===== src/rtl/chroni_vram_arbiter_pkg.sv =====
// Shared constants and state encoding for the chroni VRAM arbiter.
package chroni_vram_arbiter_pkg;
    localparam int VRAM_AW_FULL    = 21;
    localparam int RAM_AW_DEF      = 17;
    localparam int CPU_MAXWAIT_DEF = 15;

    typedef enum logic [2:0] {
        ARB_IDLE   = 3'd0,
        ARB_V_ADDR = 3'd1,
        ARB_V_DATA = 3'd2,
        ARB_V_TURN = 3'd3,
        ARB_C_ADDR = 3'd4,
        ARB_C_DATA = 3'd5,
        ARB_C_DONE = 3'd6
    } arb_state_e;

    function automatic logic is_cpu_state(arb_state_e s);
        return (s == ARB_C_ADDR) || (s == ARB_C_DATA) || (s == ARB_C_DONE);
    endfunction
endpackage


===== src/rtl/chroni_vram_arbiter_if.sv =====
// Requester-side bus of the VRAM arbiter: chroni video fetch port and CPU VRAM window.
interface chroni_vram_arbiter_if;
    import chroni_vram_arbiter_pkg::*;

    logic                    vid_req;
    logic [VRAM_AW_FULL-1:0] vid_addr;
    logic                    vid_ack;
    logic [7:0]              vid_data;

    logic                    cpu_req;
    logic                    cpu_we;
    logic [VRAM_AW_FULL-1:0] cpu_addr;
    logic [7:0]              cpu_wdata;
    logic                    cpu_ack;
    logic [7:0]              cpu_rdata;

    modport master (
        output vid_req, vid_addr, cpu_req, cpu_we, cpu_addr, cpu_wdata,
        input  vid_ack, vid_data, cpu_ack, cpu_rdata
    );

    modport slave (
        input  vid_req, vid_addr, cpu_req, cpu_we, cpu_addr, cpu_wdata,
        output vid_ack, vid_data, cpu_ack, cpu_rdata
    );
endinterface


===== src/rtl/chroni_vram_arbiter.sv =====
// Arbitrates chroni video reads and CPU accesses onto the single-port synchronous VRAM.
// Video has priority; a saturating wait counter forces a pending CPU request through.
module chroni_vram_arbiter
    import chroni_vram_arbiter_pkg::*;
#(
    parameter int RAM_AW      = RAM_AW_DEF,
    parameter int CPU_MAXWAIT = CPU_MAXWAIT_DEF
) (
    input  logic              vga_clk,
    input  logic              reset_n,
    chroni_vram_arbiter_if.slave bus,
    output logic [RAM_AW-1:0] ram_addr,
    output logic              ram_we,
    output logic [7:0]        ram_wdata,
    input  logic [7:0]        ram_rdata
);
    arb_state_e state;
    logic [3:0] wait_cnt;
    logic [7:0] vid_data_q;
    logic       force_cpu;

    assign force_cpu = (wait_cnt == 4'(CPU_MAXWAIT));

    // RAM data only lands in V_DATA, the ack cycle, so it is forwarded then and held afterwards.
    assign bus.vid_data = (state == ARB_V_DATA) ? ram_rdata : vid_data_q;

    always_ff @(posedge vga_clk) begin
        if (!reset_n) begin
            state         <= ARB_IDLE;
            ram_addr      <= '0;
            ram_we        <= 1'b0;
            ram_wdata     <= 8'h00;
            bus.vid_ack   <= 1'b0;
            bus.cpu_ack   <= 1'b0;
            bus.cpu_rdata <= 8'h00;
            vid_data_q    <= 8'h00;
        end else begin
            bus.vid_ack <= 1'b0;
            bus.cpu_ack <= 1'b0;
            ram_we      <= 1'b0;
            case (state)
                ARB_IDLE: begin
                    if (bus.cpu_req && (force_cpu || !bus.vid_req)) begin
                        state     <= ARB_C_ADDR;
                        ram_addr  <= bus.cpu_addr[RAM_AW-1:0];
                        ram_we    <= bus.cpu_we;
                        ram_wdata <= bus.cpu_wdata;
                    end else if (bus.vid_req) begin
                        state    <= ARB_V_ADDR;
                        ram_addr <= bus.vid_addr[RAM_AW-1:0];
                    end
                end
                ARB_V_ADDR: begin
                    state       <= ARB_V_DATA;
                    bus.vid_ack <= 1'b1;
                end
                ARB_V_DATA: begin
                    vid_data_q <= ram_rdata;
                    state      <= ARB_V_TURN;
                end
                // chroni moves its address on the ack edge; give it a cycle before IDLE samples it.
                ARB_V_TURN: state <= ARB_IDLE;
                ARB_C_ADDR: begin
                    if (ram_we) begin
                        state       <= ARB_C_DONE;
                        bus.cpu_ack <= 1'b1;
                    end else begin
                        state <= ARB_C_DATA;
                    end
                end
                ARB_C_DATA: begin
                    bus.cpu_rdata <= ram_rdata;
                    bus.cpu_ack   <= 1'b1;
                    state         <= ARB_C_DONE;
                end
                ARB_C_DONE: state <= ARB_IDLE;
                default:    state <= ARB_IDLE;
            endcase
        end
    end

    always_ff @(posedge vga_clk) begin
        if (!reset_n)
            wait_cnt <= 4'd0;
        else if (bus.cpu_ack)
            wait_cnt <= 4'd0;
        else if (bus.cpu_req && !is_cpu_state(state) && !force_cpu)
            wait_cnt <= wait_cnt + 4'd1;
    end

    // Address bits above RAM_AW alias by design.
    if (RAM_AW < VRAM_AW_FULL) begin : g_alias
        logic unused_hi;
        assign unused_hi = ^{bus.vid_addr[VRAM_AW_FULL-1:RAM_AW], bus.cpu_addr[VRAM_AW_FULL-1:RAM_AW]};
    end
endmodule

===== src/flat_wrapper.sv =====
// flat-port wrapper written by rule: the top's interface ports become plain ports
module chroni_vram_arbiter_flat import chroni_vram_arbiter_pkg::*;
#(
    parameter int RAM_AW      = RAM_AW_DEF,
    parameter int CPU_MAXWAIT = CPU_MAXWAIT_DEF
)
  (vga_clk, reset_n, ram_addr, ram_we, ram_wdata, ram_rdata, bus_vid_req, bus_vid_addr, bus_cpu_req, bus_cpu_we, bus_cpu_addr, bus_cpu_wdata, bus_vid_ack, bus_vid_data, bus_cpu_ack, bus_cpu_rdata);
  chroni_vram_arbiter_if bus_i ();
  input  logic vga_clk;
  input  logic reset_n;
  output logic [RAM_AW-1:0] ram_addr;
  output logic ram_we;
  output logic [7:0] ram_wdata;
  input  logic [7:0] ram_rdata;
  input wire logic [$bits(bus_i.vid_req)-1:0] bus_vid_req;
  input wire logic [$bits(bus_i.vid_addr)-1:0] bus_vid_addr;
  input wire logic [$bits(bus_i.cpu_req)-1:0] bus_cpu_req;
  input wire logic [$bits(bus_i.cpu_we)-1:0] bus_cpu_we;
  input wire logic [$bits(bus_i.cpu_addr)-1:0] bus_cpu_addr;
  input wire logic [$bits(bus_i.cpu_wdata)-1:0] bus_cpu_wdata;
  output wire logic [$bits(bus_i.vid_ack)-1:0] bus_vid_ack;
  output wire logic [$bits(bus_i.vid_data)-1:0] bus_vid_data;
  output wire logic [$bits(bus_i.cpu_ack)-1:0] bus_cpu_ack;
  output wire logic [$bits(bus_i.cpu_rdata)-1:0] bus_cpu_rdata;
  assign bus_i.vid_req = bus_vid_req;
  assign bus_i.vid_addr = bus_vid_addr;
  assign bus_i.cpu_req = bus_cpu_req;
  assign bus_i.cpu_we = bus_cpu_we;
  assign bus_i.cpu_addr = bus_cpu_addr;
  assign bus_i.cpu_wdata = bus_cpu_wdata;
  assign bus_vid_ack = bus_i.vid_ack;
  assign bus_vid_data = bus_i.vid_data;
  assign bus_cpu_ack = bus_i.cpu_ack;
  assign bus_cpu_rdata = bus_i.cpu_rdata;
  chroni_vram_arbiter #(.RAM_AW(RAM_AW), .CPU_MAXWAIT(CPU_MAXWAIT)) u_core (.vga_clk(vga_clk), .reset_n(reset_n), .bus(bus_i), .ram_addr(ram_addr), .ram_we(ram_we), .ram_wdata(ram_wdata), .ram_rdata(ram_rdata));
endmodule

===== config.mk =====
export PLATFORM = sky130hd
export DESIGN_NAME = chroni_vram_arbiter_flat
export DESIGN_NICKNAME = d
export VERILOG_FILES = /design/src/rtl/chroni_vram_arbiter_pkg.sv /design/src/rtl/chroni_vram_arbiter_if.sv /design/src/rtl/chroni_vram_arbiter.sv /design/src/flat_wrapper.sv
export SDC_FILE = /design/constraint.sdc
export NUM_CORES = 1
export LEC_CHECK = 0
export ABC_AREA = 1
export BUFFER_PORTS_ARGS = -buffer_cell sky130_fd_sc_hd__buf_2
export CAP_MARGIN = 5
export CORE_MARGIN = 4
export CORE_UTILIZATION = 50
export CTS_CLUSTER_DIAMETER = 30
export DETAILED_ROUTE_END_ITERATION = 6
export GPL_TIMING_DRIVEN = 0
export HOLD_SLACK_MARGIN = 0.12
export PLACE_DENSITY = 0.84
export SLEW_MARGIN = 10
export SYNTH_ARGS = -nofsm -noshare
export SYNTH_HDL_FRONTEND = slang
export SYNTH_SLANG_ARGS = --single-unit

===== constraint.sdc =====
create_clock -name vga_clk -period 4.5 [get_ports vga_clk]
set_clock_uncertainty 0.2 [all_clocks]
set_input_delay 0.225 -clock vga_clk [delete_from_list [all_inputs] [get_ports vga_clk]]
set_output_delay 0.225 -clock vga_clk [all_outputs]
set_load 0.01 [all_outputs]

---- Word level (Yosys, flattened, before mapping) ----
Cells that the tools add are included.
word-level totals
  register bits ........................... 51
  input bits .............................. 63
  output and inout port bits .............. 44
  logic and storage cells ................. 43
operators by class
  add/sub/neg operators ................... 1
  equality and inequality tests ........... 7
  multiplexer cells ....................... 10
  bitwise logic cells ..................... 1
  reduce and logical (&&, ||, !) cells .... 15
operators with widths
  operator               number
  $mux W17               2
  $pmux W3 S5            1
  $eq A3 B3 Y1 const B   3
  $mux W8                1
  $mux W3                2
  $add A4 B1 Y4 const B  1
  $eq A4 B4 Y1 const B   1
  $reduce_and A2 Y1      2
  $eq A3 B1 Y1 const B   1
  $eq A3 B2 Y1 const B   1
  $logic_and A1 B1 Y1    3
  $logic_not A1 Y1       3
  $logic_not A3 Y1       1
  $logic_or A1 B1 Y1     3
  $ne A3 B2 Y1 const B   1
  $reduce_and A3 Y1      1
  $mux W1                2
  $mux W2                1
  $pmux W1 S2            1
  $reduce_bool A2 Y1     1
  $reduce_or A2 Y1       1
  $not A1 Y1             1

---- Depth between registers and ports, before layout ----
Gate-level depths: netlist of the first run.
  word-level depth ........................ 6
  mapped depth ............................ 9
  mapped depth without buffers ............ 8

---- Worst setup path after synthesis of the first run ----
OpenSTA, ideal clock, no wires.
  path type ............................... register to register
  start ................................... reg u_core.wait_cnt[0]
  end ..................................... reg u_core.ram_addr[10]
  setup time .............................. 0.109 ns
  arrival ................................. 1.207 ns
  data required time ...................... 4.191 ns
  slack ................................... 2.984 ns
  cell stages (with the launch flop) ...... 10
  buffers on the path ..................... 1
  clock period less this slack ............ 1.516 ns
  cell sequence ........................... dfxtp_1 -> ha_1 -> nand3_2 -> nand2_4 -> nand2_4 -> buf_6 -> nand2_1 -> nand3_1 -> nand2_1 -> inv_1
between the ends
  cells in the longest elaborated chain, start to end .. 5
  elaborated cells on any way between the ends .. 6
  classes of those cells .................. eq/ne: 1; mux: 1; reduce/logical: 4
ends and longest elaborated chain
  what                                 RTL line                   text
  from (decl)                          chroni_vram_arbiter.sv:18  logic [3:0] wait_cnt;
  from (signal assigned)               chroni_vram_arbiter.sv:88  wait_cnt <= wait_cnt + 4'd1;
  $eq A4 B4 Y1 (*)                     chroni_vram_arbiter.sv:22  assign force_cpu = (wait_cnt == 4'(CPU_MAXWAIT));
  $logic_or A1 B1 Y1 (*)               chroni_vram_arbiter.sv:43  if (bus.cpu_req && (force_cpu || !bus.vid_req)) begin
  $logic_and A1 B1 Y1 (*)              chroni_vram_arbiter.sv:43
  $reduce_bool A2 Y1 (no source line)  --
  $reduce_and A2 Y1 (no source line)   --
  to (signal assigned)                 chroni_vram_arbiter.sv:45  ram_addr <= bus.cpu_addr[RAM_AW-1:0];
  to (signal assigned)                 chroni_vram_arbiter.sv:50  ram_addr <= bus.vid_addr[RAM_AW-1:0];
  to (decl)                            chroni_vram_arbiter.sv:12  output logic [RAM_AW-1:0] ram_addr,
Every way passes the cells marked *; elsewhere a longest branch is shown, timed or not.
A chain may end at the register's enable or synchronous reset.

---- Worst setup path in the final report of the first run ----
  start ................................... reg u_core.wait_cnt[0]
  end ..................................... reg u_core.ram_addr[15]
The elaborated chain is that of the path after synthesis.

==> impl_metrics.tcl, run 1 <==
set metrics [dict create \
    multi_input_area_um2 993 \
    worst-endpoint-required_ns 4.51 \
    nets 577 \
    p_int_uw 875 \
    cts.sinks 51 \
    cp_max_fo 10 \
    gr-total-overflow 0 \
    pwr-share-comb_pct 39.6 \
    grt_pass1_wl_um 12000 \
    dp_cells 498 \
    first_pass_iters 4 \
    leakage_uw 0.00199 \
    rsz0062_at_grt "false" \
    path_clk_slew_ns 0.09 \
    drtIter0Drc 137 \
    synth_seq_area_share_pct 43.1 \
    ys_async_sr_fraction_pct 0 \
    place_area_um2 2920 \
    start_util_pct 52.9 \
    num_io_pins 107 \
    vias 2790 \
    slew_headroom_pct 68.9 \
    synth_nets 413 \
    grt_usage_pct 24.8 \
    power.density_nw_per_um2 377 \
    antenna_cells 0 \
    die_width_um 76.8 \
    tightest_slew_ns 0.466 \
    fp.coreArea_um2 4470 \
    p_total_uw 1360 \
    wl_per_cell_um 12.8 \
    ir_drop_mv 0.261 \
    synthDistinctLibCells 24 \
    ff_latch_area_um2 1020 \
    crit_type "flop to flop" \
    p_clk_share_pct 18.8 \
    final_util_pct 80.5 \
    finalCritPeriodShare_pct 50.9 \
    drive_gt1_share_pct 25.9 \
    setup.worst_path.start_class "flop" \
    cp.arrival_ns 2.30 \
    grt_max_degree 16 \
    drv_cap 0 \
    setup_viol 0 \
    sw_frac_of_total_pct 35.5 \
    synth_edf_count 0 \
    routed_wirelength_um 7250 \
    clockBufferDepth 2 \
    cts_tree "done" \
    drc_errors 0 \
    place.detailed.hpwl_um 4240 \
    cts-root-buf "clkbuf_8" \
    setup_tns_ns 0 \
    worstSkewPairLatency_ns 0.30 \
    rows 24 \
    htree_num_levels 2 \
    cts_resized 0 \
    ys_warn_count 0 \
    dieHeight_um 76.8 \
    area.growth.synth_to_final_pct 52.2 \
    ys_ff_latch 51 \
    ant_nets 0 \
    cts_buffers 5 \
    synth_area_um2 2370 \
    syn_inst 349 \
    dieArea_um2 5900 \
    hp-class "input port to flop" \
    drv_slew 0 \
    status "finished clean" \
    io_buffers 97 \
    seqPwrFrac_pct 41.6 \
    first_global_vias 2764 \
    fmax_mhz 437 \
    synth_top_flop_cell "dfxtp_1" \
    vias_per_cell 4.93 \
    min_period_ns 2.29 \
    antenna_found_initial 0 \
    gp_congestion 0.793 \
    fin_cells 566 \
    cp-end-kind "flop" \
    fillers 302 \
    avgSynthCellArea_um2 6.78 \
    power.switching_uw 483 \
    stdcell_area_um2 3600 \
    hold_violations 0 \
]
power by group through the flow:
stage               clock network [µW]  registers, µW  logic, µW
CTS                                263            562        524
floorplan                            0            594        262
global placement                     0            569        430
detailed placement                   0            572        438
global route                       278            573        597
finish                             255            565        537
final timing paths:
kind                                                            from                                   end  slack [ns]  depth (start not counted)
worst max-delay path                 u_core.wait_cnt[0]$_SDFFE_PP0P_      u_core.ram_addr[15]$_SDFFE_PN0P_        2.21                         10
worst min-delay path                                     bus_vid_req          u_core.state[0]$_SDFFE_PN0P_        0.22                          5
worst max register to register       u_core.wait_cnt[0]$_SDFFE_PP0P_      u_core.ram_addr[15]$_SDFFE_PN0P_        2.21                         10
worst min register to register  u_core.bus.cpu_rdata[6]$_SDFFE_PN0P_  u_core.bus.cpu_rdata[6]$_SDFFE_PN0P_        0.27                          2
layout make-up:
cell class,count,share of cell area (%)
Buffer,14,2.43
Clock inverter,3,0.417
Tap cell,52,1.81
Timing Repair Buffer,157,30.1
Clock buffer,5,1.91
Inverter,70,7.36
Multi-Input combinational cell,214,27.6
Sequential cell,51,28.3
synthesized netlist by cell type, types with 2 or more instances:
library cell,instances,area (µm²)
clkbuf_1,2,7.51
nand2_2,3,18.8
a21oi_1,32,160
buf_4,3,22.5
inv_1,65,244
nor2_1,29,109
nand2_4,3,33.8
dfxtp_1,51,1020
nand3_1,45,225
o21ai_0,10,50.1
buf_2,7,35.0
nand2_1,83,312
inv_2,4,15.0
buf_6,2,22.5
metrics by stage:
stage	worst slack (ns)	hold slack, ns
finish	2.21	0.219
detailed placement	2.73	0.252
global placement	2.80	0.246
CTS	2.24	0.223
floorplan	2.98	0.152
global route	2.05	0.293
state kept, by name, summed over array words and instances, names as in the netlist:
name                  cells
u_core.vid_data_q         8
u_core.ram_wdata          8
u_core.ram_addr          17
u_core.ram_we             1
u_core.bus.cpu_rdata      8
u_core.bus.vid_ack        1
u_core.state              3
u_core.bus.cpu_ack        1
u_core.wait_cnt           4
metal layers:
metal	wire, µm	track usage, %
met2	3740	47.0
met5	0	0
met1	2770	25.7
met4	254	11.4
met3	481	5.39
cell families (layout without fill, tap and decap cells):
logic type | Yosys count | in the layout | synth area share (%)
AO/OA/AOI/OAI | 43 | 43 | 9.14
AND/OR/NAND/NOR | 169 | 169 | 31.9
adder cells (fa/ha/maj) | 1 | 1 | 0.528
XOR/XNOR | 1 | 1 | 0.370
buffers and inverters | 84 | 249 | 14.9
flip-flops | 51 | 51 | 43.1
timing repair:
action / 4_1_cts / 5_1_grt
hold endpoints to repair: 42 / 0
hold buffers: 60 / 0
setup buffers: 0 / 0
critical path: stages, from the launching register on:
cell	delay, ns
dfxtp_1	0.40
ha_1	0.22
nand3_2	0.12
nand2_4	0.16
nand2_4	0.11
buf_6	0.16
nand2_1	0.07
nand3_1	0.08
dlygate4sd3_1	0.57
nand2_1	0.06
inv_1	0.04
placed cells by master, fill, tap and decap left out, types with 4 or more instances in the layout:
cell	Yosys	final
o21ai_0	10	10
nand3_1	45	45
dfxtp_1	51	51
a21oi_1	32	32
inv_2	4	4
nor2_1	29	29
dlygate4sd3_1	0	60
nand2_1	83	83
buf_2	7	104
inv_1	65	65
clkbuf_8	0	5
Note: power is estimated with default switching activity, not from simulation.
==> inputs of run 2 (changes only) <==
--- a/config.mk
+++ b/config.mk
@@ -5,16 +5,16 @@
 export SDC_FILE = /design/constraint.sdc
 export NUM_CORES = 1
 export LEC_CHECK = 0
-export ABC_AREA = 1
+export ABC_AREA = 0
 export BUFFER_PORTS_ARGS = -buffer_cell sky130_fd_sc_hd__buf_2
 export CAP_MARGIN = 5
 export CORE_MARGIN = 4
-export CORE_UTILIZATION = 50
+export CORE_UTILIZATION = 40
 export CTS_CLUSTER_DIAMETER = 30
 export DETAILED_ROUTE_END_ITERATION = 6
 export GPL_TIMING_DRIVEN = 0
 export HOLD_SLACK_MARGIN = 0.12
-export PLACE_DENSITY = 0.84
+export PLACE_DENSITY = 0.75
 export SLEW_MARGIN = 10
 export SYNTH_ARGS = -nofsm -noshare
 export SYNTH_HDL_FRONTEND = slang
==> constraint.sdc (replaced) <==
create_clock -name vga_clk -period 2 [get_ports vga_clk]
set_clock_uncertainty 0.2 [all_clocks]
set_input_delay 0.1 -clock vga_clk [delete_from_list [all_inputs] [get_ports vga_clk]]
set_output_delay 0.1 -clock vga_clk [all_outputs]
set_load 0.01 [all_outputs]
==> run 2 against run 1 <==
Critical path depth shrank 5. Die area rose by 8.8%. Combinational power is 28% higher. Register-to-register slack lost 2.1 ns. Synthesized area shrank 12%. Clock power rose to 3.3 times the previous value. First-iteration DRC count decreased by 5.8%. Sequential share of layout area grew 1.7 points. Critical path type is now flop to primary output. Critical endpoint is now bus_vid_data[1]. Largest cell class unchanged. Highest routed layer unchanged.
==> impl_metrics.tcl, run 2 <==
set metrics [dict create \
    status "finished clean" \
    rows 25 \
    drv_cap 0 \
    die_width_um 80.1 \
    fmax_mhz 525 \
    vias 2329 \
    grt_max_degree 19 \
    ys_async_sr_fraction_pct 0 \
    cp_max_fo 10 \
    vias_per_cell 4.99 \
    setup.worst_path.start_class "flop" \
    grt_pass1_wl_um 11300 \
    tightest_slew_ns 0.449 \
    ys_top_cells_by_area "dfxtp_1 49%, nand2_1 7.8%, o21ai_0 6.3%" \
    cts-root-buf "clkbuf_8" \
    ys_ff_latch 51 \
    htree_num_levels 2 \
    synth_most_common_cell "dfxtp_1" \
    antenna_cells 0 \
    first_global_vias 2447 \
    cp-end-kind "primary output" \
    synth_area_um2 2080 \
    cts_buffers 5 \
    clockBufferDepth 2 \
    setup_viol 0 \
    largest_reg_flops 17 \
    path_cells "buf_6, nor3b_4, buf_12, mux2_2, buf_2" \
    hold_violations 0 \
    num_io_pins 107 \
    slew_headroom_pct 70.1 \
    drtIter0Drc 129 \
    fillers 385 \
    stdcell_area_um2 3400 \
    min_period_ns 1.90 \
    drive_gt1_share_pct 34.0 \
    routed_wirelength_um 6680 \
    gp_congestion 0.794 \
    rsz0062_at_grt "false" \
    fp.coreArea_um2 4880 \
    power.density_nw_per_um2 793 \
    cp.arrival_ns 1.60 \
    worstSkewPairLatency_ns 0.30 \
    synth_nets 301 \
    final_common_cell "buf_2" \
    worstPathBufferInverterCount 3 \
    synth_top_area_cell "dfxtp_1" \
    synth_seq_area_share_pct 49.1 \
    synth_edf_count 0 \
    multi_input_area_um2 988 \
    final_util_pct 69.7 \
    ant_nets 0 \
    cts.sinks 51 \
    ir_drop_mv 0.522 \
    synth_top_flop_cell "dfxtp_1" \
    leakage_uw 0.00163 \
    hp-class "flop to flop" \
    cts_tree "done" \
    place.detailed.hpwl_um 4010 \
    synthDistinctLibCells 35 \
    worst-endpoint-required_ns 1.70 \
    drc_errors 0 \
    crit_type "flop to primary output" \
    gr-total-overflow 0 \
    path_clk_slew_ns 0.09 \
    drv_slew 0 \
    start_util_pct 42.6 \
    layout_common_cells "103 x buf_2, 54 x dlygate4sd3_1, 51 x dfxtp_1" \
    ys_warn_count 0 \
    dieHeight_um 80.1 \
    grt_usage_pct 22.2 \
    hold_slack_ns 0.248 \
    place_area_um2 2650 \
    antenna_found_initial 0 \
    area.growth.synth_to_final_pct 63.7 \
    dp_cells 401 \
    first_pass_iters 4 \
    io_buffers 97 \
    avgSynthCellArea_um2 8.77 \
    synth.top_cells.by_count "51 x dfxtp_1, 43 x nand2_1, 26 x o21ai_0" \
    cp_top_family "buffers and inverters" \
    crit_slowest_cell "mux2_2" \
    max_stage_delay_ns 0.34 \
    largest-register "u_core.ram_addr" \
    ff_latch_area_um2 1020 \
    wl_per_cell_um 14.3 \
    fin_cells 467 \
    finalCritPeriodShare_pct 95.2 \
    nets 463 \
    synth_top_area_share_pct 49.1 \
    dieArea_um2 6420 \
    syn_inst 237 \
]
## run 2: through the flow
stage | worst slack (ns) | TNS [ns] | power (µW)
floorplan | 0.206 | 0 | 1520
global placement | -0.0434 | -0.227 | 1740
detailed placement | -0.0704 | -0.504 | 1750
CTS | 0.0185 | 0 | 2680
global route | 0.00154 | 0 | 2840
finish | 0.0960 | 0 | 2700
## run 2: area by class of cell
class / instances / share of cell area (%)
Timing Repair Buffer: 156 / 31.6
Sequential cell: 51 / 30.0
Multi-Input combinational cell: 166 / 29.0
Buffer: 16 / 2.54
Tap cell: 67 / 2.46
Clock buffer: 5 / 2.02
Clock inverter: 3 / 1.99
Inverter: 3 / 0.331
## run 2: what timing repair did
action	4_1_cts	5_1_grt
setup endpoints to repair	18	28
pin swaps	2	3
endpoints found under the hold margin	49	0
gates resized for setup	2	5
buffers inserted	1	4
hold buffers	54	0
## run 2: cell families after synthesis
| logic type | after synthesis | synth area share (%) |
|---|---|---|
| AO/OA/AOI/OAI | 54 | 15.5 |
| adder cells (fa/ha/maj) | 1 | 0.602 |
| AND/OR/NAND/NOR | 93 | 21.0 |
| multiplexers | 17 | 8.66 |
| buffers and inverters | 20 | 4.75 |
| XOR/XNOR | 1 | 0.421 |
| flip-flops | 51 | 49.1 |
## run 2: final timing paths
kind	start	cells after the start	to	slack, ns
max	u_core.state[0]$_SDFFE_PN0P_	5	bus_vid_data[1]	0.1
min	u_core.ram_wdata[6]$_SDFFE_PN0P_	2	u_core.ram_wdata[6]$_SDFFE_PN0P_	0.25
max reg2reg	u_core.state[0]$_SDFFE_PN0P_	6	u_core.ram_wdata[7]$_SDFFE_PN0P_	0.12
min reg2reg	u_core.ram_wdata[6]$_SDFFE_PN0P_	2	u_core.ram_wdata[6]$_SDFFE_PN0P_	0.25
## run 2: power by group
part	total [µW]	switching [µW]	internal, µW
Sequential	1180	54.3	1120
Clock	835	336	499
Combinational	688	353	335
## run 2: tightest hold or removal path: cells and delay by family (launching register included)
| family | cells | cell delay, ns |
|---|---|---|
| compound gates | 1 | 0.05 |
| simple gates | 1 | 0.05 |
| flops | 1 | 0.32 |
## run 2: routing by layer
metal	vias up	GRT usage (%)	wire [µm]
met4	0	6.93	144
met2	112	38.6	3260
met1	1057	26.0	2690
li1	1140	-	-
met5	-	0	0
met3	20	6.84	582
